**config.mk**
```make
export PLATFORM = sky130hd
export DESIGN_NAME = hcpu_mc
export DESIGN_NICKNAME = d
export VERILOG_FILES = /design/src/rtl/hcpu_mc.sv
export SDC_FILE = /design/constraint.sdc
export NUM_CORES = 1
export LEC_CHECK = 0
export BUFFER_PORTS_ARGS = -buffer_cell sky130_fd_sc_hd__buf_2
export CAP_MARGIN = 30
export CELL_PAD_IN_SITES_DETAIL_PLACEMENT = 0
export CELL_PAD_IN_SITES_GLOBAL_PLACEMENT = 2
export CORE_ASPECT_RATIO = 0.9
export CORE_MARGIN = 1.5
export CORE_UTILIZATION = 37
export CTS_BUF_LIST = sky130_fd_sc_hd__clkbuf_8
export CTS_CLUSTER_DIAMETER = 120
export DETAILED_ROUTE_END_ITERATION = 6
export GPL_ROUTABILITY_DRIVEN = 0
export PLACE_DENSITY = 0.85
export SYNTH_ARGS = -nofsm -noshare
export SYNTH_HDL_FRONTEND = slang
export SYNTH_SLANG_ARGS = --single-unit
export TNS_END_PERCENT = 100
```
**constraint.sdc**
```tcl
create_clock -name clock -period 12.26 [get_ports clock]
set_clock_uncertainty 0.15 [all_clocks]
set_input_delay 1.226 -clock clock [delete_from_list [all_inputs] [get_ports clock]]
set_output_delay 1.226 -clock clock [all_outputs]
set_load 0.02 [all_outputs]
```
**src/rtl/hcpu_mc.sv**
```systemverilog
// Multi-cycle Hack CPU: fetch, decode, optional M read, execute, optional M write.
// Instruction and data memories are reached through separate request/handshake ports.
module hcpu_mc #(
    parameter int WIDTH    = 16,
    parameter int PC_WIDTH = 15
) (
    input  logic                clock,
    input  logic                reset,
    output logic                instr_req,
    output logic [PC_WIDTH-1:0] instr_addr,
    input  logic                instr_valid,
    input  logic [WIDTH-1:0]    instr_data,
    output logic                mem_req,
    output logic                mem_we,
    output logic [WIDTH-1:0]    mem_addr,
    output logic [WIDTH-1:0]    mem_wdata,
    input  logic [WIDTH-1:0]    mem_rdata,
    input  logic                mem_ready,
    output logic [PC_WIDTH-1:0] pc,
    output logic                retired
);

    typedef enum logic [2:0] {
        FETCH,
        DECODE,
        MREAD,
        EXEC,
        MWRITE
    } state_t;

    state_t              state;
    logic [WIDTH-1:0]    ir;
    logic [WIDTH-1:0]    a_reg;
    logic [WIDTH-1:0]    d_reg;
    logic [WIDTH-1:0]    mreg;
    logic [WIDTH-1:0]    waddr;
    logic [WIDTH-1:0]    wdata;
    logic [PC_WIDTH-1:0] pc_q;
    logic                retired_q;

    logic                is_c;
    logic                c_a;
    logic [5:0]          c_comp;
    logic [2:0]          c_dest;
    logic [2:0]          c_jump;

    logic [WIDTH-1:0]    alu_x;
    logic [WIDTH-1:0]    alu_y;
    logic [WIDTH-1:0]    alu_r;
    logic                zr;
    logic                ng;
    logic                jump;

    assign is_c   = ir[WIDTH-1];
    assign c_a    = ir[12];
    assign c_comp = ir[11:6];
    assign c_dest = ir[5:3];
    assign c_jump = ir[2:0];

    // Hack ALU: x is always D, y is M when a=1 and A otherwise.
    always_comb begin
        alu_x = d_reg;
        alu_y = c_a ? mreg : a_reg;
        if (c_comp[5]) alu_x = '0;
        if (c_comp[4]) alu_x = ~alu_x;
        if (c_comp[3]) alu_y = '0;
        if (c_comp[2]) alu_y = ~alu_y;
        alu_r = c_comp[1] ? (alu_x + alu_y) : (alu_x & alu_y);
        if (c_comp[0]) alu_r = ~alu_r;
    end

    assign zr   = (alu_r == '0);
    assign ng   = alu_r[WIDTH-1];
    assign jump = (c_jump[2] & ng) | (c_jump[1] & zr) | (c_jump[0] & ~ng & ~zr);

    always_ff @(posedge clock) begin
        if (!reset) begin
            state     <= FETCH;
            ir        <= '0;
            a_reg     <= '0;
            d_reg     <= '0;
            mreg      <= '0;
            waddr     <= '0;
            wdata     <= '0;
            pc_q      <= '0;
            retired_q <= 1'b0;
        end else begin
            retired_q <= 1'b0;
            case (state)
                FETCH: begin
                    if (instr_valid) begin
                        ir    <= instr_data;
                        state <= DECODE;
                    end
                end
                DECODE: begin
                    if (!is_c) begin
                        a_reg     <= {1'b0, ir[WIDTH-2:0]};
                        pc_q      <= pc_q + 1'b1;
                        retired_q <= 1'b1;
                        state     <= FETCH;
                    end else if (c_a) begin
                        state <= MREAD;
                    end else begin
                        state <= EXEC;
                    end
                end
                MREAD: begin
                    if (mem_ready) begin
                        mreg  <= mem_rdata;
                        state <= EXEC;
                    end
                end
                // The jump target and the write address both use A before this cycle's write.
                EXEC: begin
                    pc_q <= jump ? a_reg[PC_WIDTH-1:0] : pc_q + 1'b1;
                    if (c_dest[2]) a_reg <= alu_r;
                    if (c_dest[1]) d_reg <= alu_r;
                    if (c_dest[0]) begin
                        waddr <= a_reg;
                        wdata <= alu_r;
                        state <= MWRITE;
                    end else begin
                        retired_q <= 1'b1;
                        state     <= FETCH;
                    end
                end
                MWRITE: begin
                    if (mem_ready) begin
                        retired_q <= 1'b1;
                        state     <= FETCH;
                    end
                end
                default: state <= FETCH;
            endcase
        end
    end

    // Requests are masked while reset is low so the bus goes quiet immediately.
    assign instr_req  = reset & (state == FETCH);
    assign instr_addr = pc_q;
    assign mem_req    = reset & ((state == MREAD) | (state == MWRITE));
    assign mem_we     = reset & (state == MWRITE);
    assign mem_addr   = (state == MWRITE) ? waddr : a_reg;
    assign mem_wdata  = wdata;
    assign pc         = pc_q;
    assign retired    = reset & retired_q;

endmodule

```
==> impl_metrics.tcl <==
set metrics [dict create \
    run_status "complete, no violations" \
    synth-adder-area-share 0.0325 \
    tns_ps 0 \
    grt_use_total 0.224 \
    final_net_count 1047 \
    cts.sinks 115 \
    die_y_um 135 \
    fin_area_um2 8150 \
    synth_compound_area_frac 0.213 \
    multi_input_area_um2 4460 \
    dpl_cell_area_um2 7730 \
    ff2ff_setup_slack_ps 7140 \
    synth.distinct_cells 76 \
    crit_fanout 21 \
    syn_to_final_growth_pct 13.9 \
    insertion_delay_ps 450 \
    design.core.area_um2 19000 \
    finalSetupViolCount 0 \
    initial_core_util 0.376 \
    wl_per_cell_um 17.9 \
    holdWs_ps 303 \
    hpwl_mm 15.8 \
    synthTopCellsByArea "dfxtp_1 32%, nand2_1 9.8%, a21oi_1 7.6%" \
    critPathRequiredTime_ps 12450 \
    post-place-cells 1224 \
    fin_crit_ps 5120 \
    htree_levels 4 \
    fin_crit_sh 0.417 \
    p_total_mw 0.949 \
    drtPass1Iterations 5 \
    ys_seq_elements 115 \
    finalHoldViolCount 0 \
    synth_warnings 0 \
    syn_nets 993 \
    min_to "waddr[14]" \
    crit_top_cell "a211oi_2" \
    cts_hold_buf 0 \
    layout-drive-gt1-share 0.184 \
    synth_edf_count 0 \
    rows 48 \
    fmax_mhz 195 \
    synthCells 939 \
    wl_mm 22.5 \
    p_leak_nw 3.24 \
    synthTopCellsByCount "186 x nand2_1, 115 x dfxtp_1, 109 x a21oi_1, 102 x nor2_1, 48 x clkbuf_1" \
    synth_top_area_frac 0.322 \
    dr_total_vias 6718 \
    grt_pass1_vias 6251 \
    max-cap-violations 0 \
    grt_antenna_before_repair 0 \
    drc 0 \
    timing.rr.start "ir[9]" \
    worstSetupPathType "register to register" \
    synth_xor_area_frac 0.0610 \
    vias_per_cell 5.35 \
    clockBufferDepth 2 \
    cp-start-kind "register" \
    synth_seq_area_share 0.322 \
    fillers 1992 \
    finalNonFillerCells 1255 \
    min_path_type "register to register" \
    dieArea_um2 20200 \
    clkTransAtPathRegs_ps 70 \
    worstPathCellList "nor2_1, xor2_1, ha_1, fa_1, a211oi_2, o211ai_1, nand2_1, a21oi_1, o311ai_1, and4bb_1, a31o_2, a211oi_2, buf_4, a2111oi_2, a311o_1" \
    rsz0062_at_grt "false" \
    timing.rr.end "instr_addr[11]" \
    post_cts_buffers 0 \
    end_kind "register" \
    antennaDiodeCount 0 \
    slowest_stage "dfxtp_1" \
    synthSimpleGateAreaFrac 0.261 \
    slew_viol_final 0 \
    synth_top_family_by_area "simple AND/OR/NAND/NOR gates" \
    synthFlopType "dfxtp_1" \
    synth.most_common_cell "nand2_1" \
    rr_worst_depth 15 \
    async_flop_share 0 \
    drt_iter0_drc 479 \
    seqCellArea_um2 2300 \
    cp.arrival_ps 5300 \
    cts_inserted_buffers 17 \
    cts_resized 0 \
    root_buffer "clkbuf_8" \
    grt_pass1_wl_mm 34.8 \
    max_stage_delay_ps 820 \
    worst_slew_pin_slew_ps 1070 \
    yosysTopAreaCell "dfxtp_1" \
    holdCritStartpoint "waddr[14]" \
    whs_path_depth 2 \
    synth_mux_area_frac 0.0559 \
    ant_nets 0 \
    ir_drop_mv 0.0661 \
    die_width_um 150 \
    overflow 0 \
    slew_headroom 0.285 \
    synth_area_um2 7160 \
    grt_max_degree 95 \
    cts_tree "yes" \
    syn_area_per_cell_um2 7.62 \
    numPortBuffers 101 \
    ios 102 \
    power_density_nw_per_um2 116 \
]
power by group:
part	internal, mW	switching (mW)
logic	0.0608	0.108
clock network	0.220	0.165
registers	0.381	0.0146
total	0.662	0.287
routing by layer:
metal / part of all wire / vias up / global-route usage / wire, um
met5: 0 / - / 0 / 0
met4: 0.011 / 0 / 0.0523 / 242
met3: 0.045 / 15 / 0.0432 / 1000
met2: 0.45 / 166 / 0.349 / 10100
met1: 0.49 / 3160 / 0.316 / 11100
li1: - / 3377 / - / -
area by class of cell:
type,count,area share
clock buffer,21,0.0355
clock inverter,10,0.0161
inverter,9,0.00430
multi-input combinational,739,0.547
sequential,115,0.282
tap,250,0.0384
timing repair buffer,111,0.0761
how the worst max path moves through the flow:
stage	from	cells past startpoint	to
after floorplan	ir[12]	17	instr_addr[10]
after global placement	ir[12]	16	instr_addr[11]
after detailed placement	ir[9]	15	instr_addr[11]
after CTS	ir[9]	15	instr_addr[11]
after global routing	ir[9]	15	instr_addr[11]
final	ir[9]	15	instr_addr[11]
logic make-up (layout without fill, tap and decap cells):
group	after synthesis	in the layout
buffers and inverters	85	151
multiplexers	38	38
AND/OR/NAND/NOR	408	408
AO/OA/AOI/OAI	226	226
adder cells (fa/ha/maj)	18	18
XOR/XNOR	49	49
flip-flops	115	115
cells in the final DEF, fill, tap and decap left out, types with 20 or more instances in the layout:
cell	count
a21oi_1	109
buf_2	101
clkbuf_8	21
dfxtp_1	115
mux2i_1	22
nand2_1	185
nand2b_1	25
nor2_1	102
o21ai_0	22
xnor2_1	28
xor2_1	20
per-stage QoR:
stage / utilization / worst slack (ps)
3_3_place_gp: 0.403 / 6760
6_report: 0.428 / 7140
2_1_floorplan: - / 7700
4_1_cts: 0.428 / 7140
5_1_grt: 0.428 / 6820
3_5_place_dp: 0.406 / 7170
critical path: cells and delay by family (launching register included):
kind | cells | cell delay (ps)
AOI/OAI and AO/OA | 8 | 2190
xor gates and xnor gates | 1 | 170
adders and majority gates | 2 | 770
buffers and inverters | 1 | 270
DFF | 1 | 820
and+or+nand+nor | 3 | 610
No activity file was read; power rests on OpenSTA's default activity.
